$ cat src/rtl/enc_pkg.sv
// Shared types and encoding constants for the instruction encoder:
// mnemonic enum, MIPS-style opcode/funct fields and the load-session FSM state.
package enc_pkg;

  typedef enum logic [3:0] {
    MN_ADD = 4'd0,
    MN_SUB = 4'd1,
    MN_AND = 4'd2,
    MN_OR  = 4'd3,
    MN_XOR = 4'd4,
    MN_SLT = 4'd5,
    MN_SLL = 4'd6,
    MN_SRL = 4'd7,
    MN_LW  = 4'd8,
    MN_SW  = 4'd9,
    MN_BEQ = 4'd10,
    MN_J   = 4'd11
  } mnem_e;

  localparam logic [5:0] OP_RTYPE = 6'b000000;
  localparam logic [5:0] OP_LW    = 6'b100011;
  localparam logic [5:0] OP_SW    = 6'b101011;
  localparam logic [5:0] OP_BEQ   = 6'b000100;
  localparam logic [5:0] OP_J     = 6'b000010;

  localparam logic [5:0] FUNCT_ADD = 6'b100000;
  localparam logic [5:0] FUNCT_SUB = 6'b100010;
  localparam logic [5:0] FUNCT_AND = 6'b100100;
  localparam logic [5:0] FUNCT_OR  = 6'b100101;
  localparam logic [5:0] FUNCT_XOR = 6'b100110;
  localparam logic [5:0] FUNCT_SLT = 6'b101010;
  localparam logic [5:0] FUNCT_SLL = 6'b000000;
  localparam logic [5:0] FUNCT_SRL = 6'b000010;

  typedef enum logic [1:0] {
    ST_IDLE = 2'd0,
    ST_LOAD = 2'd1,
    ST_DONE = 2'd2
  } state_e;

  function automatic logic [31:0] rtype_word(input logic [4:0] rs, input logic [4:0] rt,
                                             input logic [4:0] rd, input logic [4:0] shamt,
                                             input logic [5:0] funct);
    return {OP_RTYPE, rs, rt, rd, shamt, funct};
  endfunction

endpackage

$ cat src/rtl/inst_fmt.sv
// Combinational instruction packer: mnemonic plus fields -> 32-bit machine word.
// Illegal mnemonics (12-15) pack to zero and raise the illegal flag.
module inst_fmt
  import enc_pkg::*;
(
  input  logic [3:0]  mnem,
  input  logic [4:0]  rs,
  input  logic [4:0]  rt,
  input  logic [4:0]  rd,
  input  logic [4:0]  shamt,
  input  logic [15:0] imm,
  input  logic [25:0] target,
  output logic [31:0] word,
  output logic        illegal
);

  always_comb begin
    word    = 32'h0000_0000;
    illegal = 1'b0;
    case (mnem_e'(mnem))
      MN_ADD: word = rtype_word(rs, rt, rd, 5'd0, FUNCT_ADD);
      MN_SUB: word = rtype_word(rs, rt, rd, 5'd0, FUNCT_SUB);
      MN_AND: word = rtype_word(rs, rt, rd, 5'd0, FUNCT_AND);
      MN_OR:  word = rtype_word(rs, rt, rd, 5'd0, FUNCT_OR);
      MN_XOR: word = rtype_word(rs, rt, rd, 5'd0, FUNCT_XOR);
      MN_SLT: word = rtype_word(rs, rt, rd, 5'd0, FUNCT_SLT);
      // Shifts take their amount from shamt, so rs is forced to zero
      MN_SLL: word = rtype_word(5'd0, rt, rd, shamt, FUNCT_SLL);
      MN_SRL: word = rtype_word(5'd0, rt, rd, shamt, FUNCT_SRL);
      MN_LW:  word = {OP_LW, rs, rt, imm};
      MN_SW:  word = {OP_SW, rs, rt, imm};
      MN_BEQ: word = {OP_BEQ, rs, rt, imm};
      MN_J:   word = {OP_J, target};
      default: illegal = 1'b1;
    endcase
  end

endmodule

$ cat src/rtl/inst_encoder.sv
// Instruction loader: encodes accepted beats and writes them to instruction memory.
// Optional ENC_CHECK_EN drops illegal mnemonics instead of writing zero words.
module inst_encoder
  import enc_pkg::*;
#(
  parameter int ADDR_W = 8
) (
  input  logic              clk,
  input  logic              rst,
  input  logic              start,
  input  logic              in_valid,
  output logic              in_ready,
  input  logic [3:0]        mnem,
  input  logic [4:0]        rs,
  input  logic [4:0]        rt,
  input  logic [4:0]        rd,
  input  logic [4:0]        shamt,
  input  logic [15:0]       imm,
  input  logic [25:0]       target,
  input  logic              last,
  output logic              imem_we,
  output logic [ADDR_W-1:0] imem_addr,
  output logic [31:0]       imem_wdata,
  output logic              busy,
  output logic              done,
  output logic              err,
  output logic [ADDR_W:0]   count
);

`ifdef ENC_CHECK_EN
  localparam bit CHECK_EN = 1'b1;
`else
  localparam bit CHECK_EN = 1'b0;
`endif

  state_e            state, state_nxt;
  logic              accept, start_acc, write, full_hit, term;
  logic [31:0]       word_p0;
  logic              illegal_p0;
  logic              vld_p1;
  logic [ADDR_W-1:0] addr_p1;
  logic [31:0]       wdata_p1;
  logic [ADDR_W:0]   cnt;
  logic              err_q;

  inst_fmt u_fmt (
    .mnem    (mnem),
    .rs      (rs),
    .rt      (rt),
    .rd      (rd),
    .shamt   (shamt),
    .imm     (imm),
    .target  (target),
    .word    (word_p0),
    .illegal (illegal_p0)
  );

  assign accept    = in_valid && (state == ST_LOAD);
  assign start_acc = start && (state == ST_IDLE);
  assign write     = accept && !(CHECK_EN && illegal_p0);
  assign full_hit  = write && (cnt[ADDR_W-1:0] == {ADDR_W{1'b1}});
  assign term      = accept && (last || full_hit);

  always_ff @(posedge clk) begin
    if (rst) state <= ST_IDLE;
    else     state <= state_nxt;
  end

  always_comb begin
    state_nxt = state;
    case (state)
      ST_IDLE: if (start_acc) state_nxt = ST_LOAD;
      ST_LOAD: if (term) state_nxt = ST_DONE;
      ST_DONE: state_nxt = ST_IDLE;
      default: state_nxt = ST_IDLE;
    endcase
  end

  always_comb begin
    in_ready = 1'b0;
    busy     = 1'b0;
    done     = 1'b0;
    case (state)
      ST_LOAD: begin in_ready = 1'b1; busy = 1'b1; end
      ST_DONE: begin busy = 1'b1; done = 1'b1; end
      default: ;
    endcase
  end

  // p0 -> p1: register the encoded word with its address
  always_ff @(posedge clk) begin
    if (rst) begin
      vld_p1   <= 1'b0;
      addr_p1  <= '0;
      wdata_p1 <= 32'h0000_0000;
      cnt      <= '0;
      err_q    <= 1'b0;
    end else begin
      vld_p1 <= write;
      if (write) begin
        addr_p1  <= cnt[ADDR_W-1:0];
        wdata_p1 <= word_p0;
      end
      if (start_acc)  cnt <= '0;
      else if (write) cnt <= cnt + (ADDR_W+1)'(1);
      if (start_acc)
        err_q <= 1'b0;
      else if ((full_hit && !last) || (accept && illegal_p0 && CHECK_EN))
        err_q <= 1'b1;
    end
  end

  assign imem_we    = vld_p1;
  assign imem_addr  = addr_p1;
  assign imem_wdata = wdata_p1;
  assign err        = err_q;
  assign count      = cnt;

endmodule

$ cat config.mk
export PLATFORM = sky130hd
export DESIGN_NAME = inst_encoder
export DESIGN_NICKNAME = d
export VERILOG_FILES = /design/src/rtl/enc_pkg.sv /design/src/rtl/inst_fmt.sv /design/src/rtl/inst_encoder.sv
export SDC_FILE = /design/constraint.sdc
export NUM_CORES = 1
export LEC_CHECK = 0
export CORE_ASPECT_RATIO = 0.6
export CORE_MARGIN = 10
export CORE_UTILIZATION = 35
export CTS_BUF_LIST = sky130_fd_sc_hd__clkbuf_16
export DETAILED_ROUTE_END_ITERATION = 16
export PLACE_DENSITY = 0.75
export SLEW_MARGIN = 20
export SYNTH_ARGS = -nofsm -noshare
export SYNTH_HDL_FRONTEND = slang
export SYNTH_SLANG_ARGS = --single-unit
$ cat constraint.sdc
create_clock -name clk -period 1.4 [get_ports clk]
set_input_delay 0.14 -clock clk [delete_from_list [all_inputs] [get_ports clk]]
set_output_delay 0.14 -clock clk [all_outputs]
set_load 0.03 [all_outputs]
# After elaboration in Yosys (flattened, before gate mapping)
# Cells that the tools add are included.
totals:
  ff_bits: 53
  input_bits: 71
  out_inout_bits: 54
  word_cells: 42
op_classes:
  addsub: 1
  n_eq_ne: 16
  n_mux: 7
  reduce_logical: 12
op_table:
  columns: ["operator", "count"]
  rows:
  - ["32-bit case mux with 12 select lines", 1]
  - ["4-bit by 3-bit == test with 1-bit output, second input constant", 4]
  - ["4-bit == test, second input constant", 4]
  - ["9-bit by 1-bit adder with 9-bit output, second input constant", 1]
  - ["4-bit by 2-bit == test with 1-bit output, second input constant", 2]
  - ["8-bit == test, second input constant", 1]
  - ["1-bit logical AND", 5]
  - ["4-bit by 1-bit == test with 1-bit output, second input constant", 1]
  - ["4-bit logical NOT", 1]
  - ["2-bit two-way mux", 2]
  - ["2-bit != test, second input constant", 2]
  - ["2-bit case mux with 2 select lines", 1]
  - ["2-bit OR reduction", 2]
  - ["1-bit two-way mux", 3]
  - ["2-bit by 1-bit == test with 1-bit output, second input constant", 1]
  - ["2-bit == test, second input constant", 1]
  - ["2-bit logical NOT", 1]
  - ["2-bit AND reduction", 1]
  - ["1-bit logical NOT", 1]
  - ["1-bit logical OR", 1]

# Logic depth before layout (Yosys ltp)
logic_depth:
  word_depth: 7
  mapped_depth: 8
  ltp_nobuf: 6

# Cells and area by module
# Synthesis repeated with hierarchy kept, for this count alone.
hier_totals:
  hier_cells: 344
  hier_area_um2: 2735.1
by_module_without_submodules:
  columns: ["module", "instances", "cells_each", "area_each_um2", "seq_area_each_um2"]
  rows:
  - ["inst_encoder", 1, 247, 2048.2, 1061.0]
  - ["inst_fmt", 1, 97, 686.9, 0.0]

# Worst setup path before layout
# Ideal clock, no wire load.
synth_path:
  path_kind: "register -> register"
  from: "register state[1]"
  to: "register state[0]"
  setup_time_ns: 0.122
  arrival_time_ns: 1.548
  t_required_ns: 1.278
  slack_ns: -0.270
  path_stages_with_launch: 7
  n_path_buf: 0
  synth_period_minus_slack_ns: 1.670
  cell_sequence: "dfxtp_1 -> inv_1 -> ha_1 -> nand2_4 -> nor4_4 -> a21oi_2 -> mux2i_1"
synth_via:
  elab_chain_len: 7
  elab_cells_between_ends: 11
  cone_classes: "3 x eq/ne; 1 x mux; 7 x reduce/logical"
synth_rtl:
  columns: ["item", "line_no", "text"]
  rows:
  - ["from (decl)", "inst_encoder.sv:36", "state_e state, state_nxt;"]
  - ["from (signal assigned)", "inst_encoder.sv:66", "else state <= state_nxt;"]
  - ["2-bit by 1-bit == test with 1-bit output", "inst_encoder.sv:58, inst_encoder.sv:71", null]
  - ["1-bit logical AND", "inst_encoder.sv:58", "assign accept = in_valid && (state == ST_LOAD);"]
  - ["1-bit logical AND", "inst_encoder.sv:61", "assign full_hit = write && (cnt[ADDR_W-1:0] == {ADDR_W{1'b1}});"]
  - ["1-bit logical OR", "inst_encoder.sv:62", "assign term = accept && (last || full_hit);"]
  - ["1-bit logical AND", "inst_encoder.sv:62", null]
  - ["2-bit != test (no source line)", null, null]
  - ["2-bit AND reduction (no source line)", null, null]
# Several ways; a longest one is shown, not always the timed one.
# A chain may end at the register's enable or synchronous reset.

# Worst setup path after layout
layout_path:
  from: "register state[0]"
  to: "output done"
layout_via:
  elab_chain_len: 2
layout_rtl:
  columns: ["item", "line_no", "text"]
  rows:
  - ["2-bit == test", "inst_encoder.sv:83", "case (state)"]
  - ["1-bit two-way mux", "inst_encoder.sv:83", null]
  - ["to (decl)", "inst_encoder.sv:25", "output logic done,"]
# No other way between the ends.

==> metrics.log <==
INFO  metric status = finished clean
INFO  metric cts_root_buffer = sky130_fd_sc_hd__clkbuf_16
INFO  metric buffer_ports.inserted = 123
INFO  metric finalCritPeriodShare = 96.4%
INFO  metric post_synth_inst_count = about 290
INFO  metric synthTopCellsByArea = sky130_fd_sc_hd__dfxtp_1 (42%), sky130_fd_sc_hd__nand2_1 (7.4%), sky130_fd_sc_hd__a22oi_1 (5.2%), sky130_fd_sc_hd__o21ai_0 (4.5%), sky130_fd_sc_hd__a21oi_1 (4.3%)
INFO  metric synth_enable_flop_cells = 0
INFO  metric clk_slew_on_worst_s_h_paths = 0.07 ns
INFO  metric postSynth.topFlopCell = sky130_fd_sc_hd__dfxtp_1
INFO  metric initial_antenna_violation_count = 0
INFO  metric final_max_slew_viol_count = 0
INFO  metric clk_buf_depth = 2
INFO  metric placedCellCount = 512
INFO  metric groute.layer.met2.usage = 25.2%
INFO  metric tritoncts = done
INFO  metric clkLatencyLatePin = 0.29 ns
INFO  metric cts_bufs_inserted = 5
INFO  metric grt.busiest_layer = met2
INFO  metric ffs_latches_synth = ~50
INFO  metric arrival = between 1 and 1.5 ns
INFO  metric synthesis.nets = roughly 360
INFO  metric drive_above_1_share = 20.5%
INFO  metric static-leakage-power = 1.86 nW
INFO  metric design_power_total = 0.00461 W
INFO  metric clock.fmax = between 700 and 800 MHz
INFO  metric async_flop_share = 0%
INFO  metric cts.sink_count = 51
INFO  metric ys_top_cells_by_count = sky130_fd_sc_hd__dfxtp_1 (51), sky130_fd_sc_hd__nand2_1 (48), sky130_fd_sc_hd__o21ai_0 (22)
INFO  metric global_route.overflow_total = 0
INFO  metric synthesis.yosys.warnings = 0
INFO  metric rsz0062_at_grt = true
INFO  metric grt_util_met1 = 18.6%
INFO  metric dp.final_hpwl = 6990 um
INFO  metric antenna_violating_nets_post_route = 0
INFO  metric core_region_area = 6730 sq um
INFO  metric finalCriticalPeriod = roughly 1.3 ns
INFO  metric routed_wirelength_normalized_by_instance_count = 16.8 um
INFO  metric cts-hold-fix-buffers = 0
INFO  metric fin_util = 63.2%
INFO  metric gr-usage-all-layers = around 15%
INFO  metric setup_slack = 0.0509 ns
INFO  metric floorplan.initialDensity = 36.4%
INFO  metric cp_data_required_time = 1.26 ns
INFO  metric fin_cells = 522
INFO  metric floorplan.io_pins = 125
INFO  metric first_iter_violations = 160
INFO  metric nNetsFinal = 511
INFO  metric count_leader_synth = sky130_fd_sc_hd__dfxtp_1
INFO  metric hold_viol = 0
INFO  metric max_cap_viol_count = 0
INFO  metric htree_levels = 2
INFO  metric drt_pre_antenna_iters = 4
INFO  metric setup.worst_path.end_class = primary output
INFO  metric grt_pass1_wl = approximately 14000 um
INFO  metric first_global_vias = about 2700
INFO  metric final.setup.tns = 0 ns
INFO  metric grt_start_max_net_pins = 22
INFO  metric netlist_area = 2450 sq um
INFO  metric placementRows = 23
INFO  metric remaining_drc_errors = 0
INFO  metric netlist-cell-type-count = 52
INFO  metric p_per_area = 1080 nW/um^2
INFO  metric synth-seq-area-share = 41.7%
INFO  metric num_vias = 2568
INFO  metric antennaDiodeCount = 0
INFO  metric gp_congestion = 0.801
INFO  metric avgSynthCellArea = around 8.6 sq um
INFO  metric synth_top_cell_by_area = sky130_fd_sc_hd__dfxtp_1
INFO  metric area_of_the_die = 10900 sq um
INFO  metric totalWireLength = 8780 um
INFO  metric timing.critical_path.fanout_max = 3
INFO  metric met3_grt_util = 6.46%
INFO  metric die_y = 84.8 um
INFO  metric worst_hold_path_type = flop to flop
INFO  metric finalSetupViolCount = 0
INFO  metric kind_of_start_point_of_the_critical_path = flop
INFO  metric via_density_per_instance = 4.92
INFO  metric path_class = flop to primary output
INFO  metric ir_drop = about 1.1 mV
INFO  metric netlist.area_leader.share = about two fifths
INFO  metric synthToLayoutAreaGrowth = 73.6%
INFO  metric die_width = between 100 and 150 um
INFO  metric preCtsSetupSlack = -0.325 ns
INFO  metric skew = between 0.005 and 0.006 ns
[cell families after synthesis]
logic type | after synthesis | share of synthesized area (%)
buffers and inverters | 29 | 6.18
AND/OR/NAND/NOR | 98 | 20.4
multiplexers | 8 | 3.57
XOR/XNOR | 7 | 2.50
AO/OA/AOI/OAI | 86 | 22.5
adder cells (fa/ha/maj) | 6 | 3.06
flip-flops | 51 | 41.7
other | 1 | 0.153
[worst max-delay path: stages, from the launching register on]
cell,delay (ns)
sky130_fd_sc_hd__dfxtp_4,0.37
sky130_fd_sc_hd__inv_1,0.07
sky130_fd_sc_hd__buf_4,0.14
sky130_fd_sc_hd__ha_1,0.20
sky130_fd_sc_hd__buf_6,0.14
[per-stage QoR]
stage	hold slack (ns)	instance area (sq um)
final	0.446	4250
after global routing	0.470	4250
after CTS	0.450	4160
after detailed placement	0.441	4030
after global placement	0.433	4030
after floorplan	0.308	2480
[placed cells by master (no fill, tap or decap), drive strengths merged, types with 6 or more instances in the layout]
cell	instances
nand2	50
inv	9
nor2	20
a21oi	22
nor2b	8
o21ai	27
a22oi	17
clkdlybuf4s50	70
buf	41
dfxtp	51
mux2	6
dlygate4sd2	50
nand2b	6
ha	6
[where the power goes]
group	internal [W]	total (W)	switching [W]
clock	0.000682	0.00126	0.000581
sequential	0.00155	0.00161	0.0000588
combinational	0.000871	0.00174	0.000873
[cell type report]
class,count,area (sq um)
flip-flops and latches,51,1040
repair buffers,161,1530
well taps,87,109
clock buffers,5,125
inverters,8,30.0
clock inverters,3,28.8
fillers,608,2480
multi-input cells,207,1390
[per-layer routing]
metal,share of wire [%],vias up
met3,9.0,7
met1,44,1174
met4,0.59,0
met2,47,96
met5,0,-
li1,-,1291
[registers in the layout (all words and copies together) (netlist names)]
signal and count:
imem_wdata 30, err 1, count 9, state 2
imem_we 1, imem_addr 8
[timing repair]
item,in CTS,in global routing
pin swaps,2,3
gates resized for setup,60,22
setup buffers,0,1
setup endpoints to repair,77,14
gates cloned,1,0
endpoints found under the hold margin,0,0
[path summary, 6_finish.rpt]
check | startpoint | to | slack (ns) | cells past startpoint
worst max-delay path | state[0] | done | 0.05 | 4
worst max register to register | state[1] | imem_wdata[10] | 0.07 | 6
worst min register to register | imem_wdata[18] | imem_wdata[18] | 0.45 | 2
worst min-delay path | imem_wdata[18] | imem_wdata[18] | 0.45 | 2
Power figures use the tool's default switching activity.
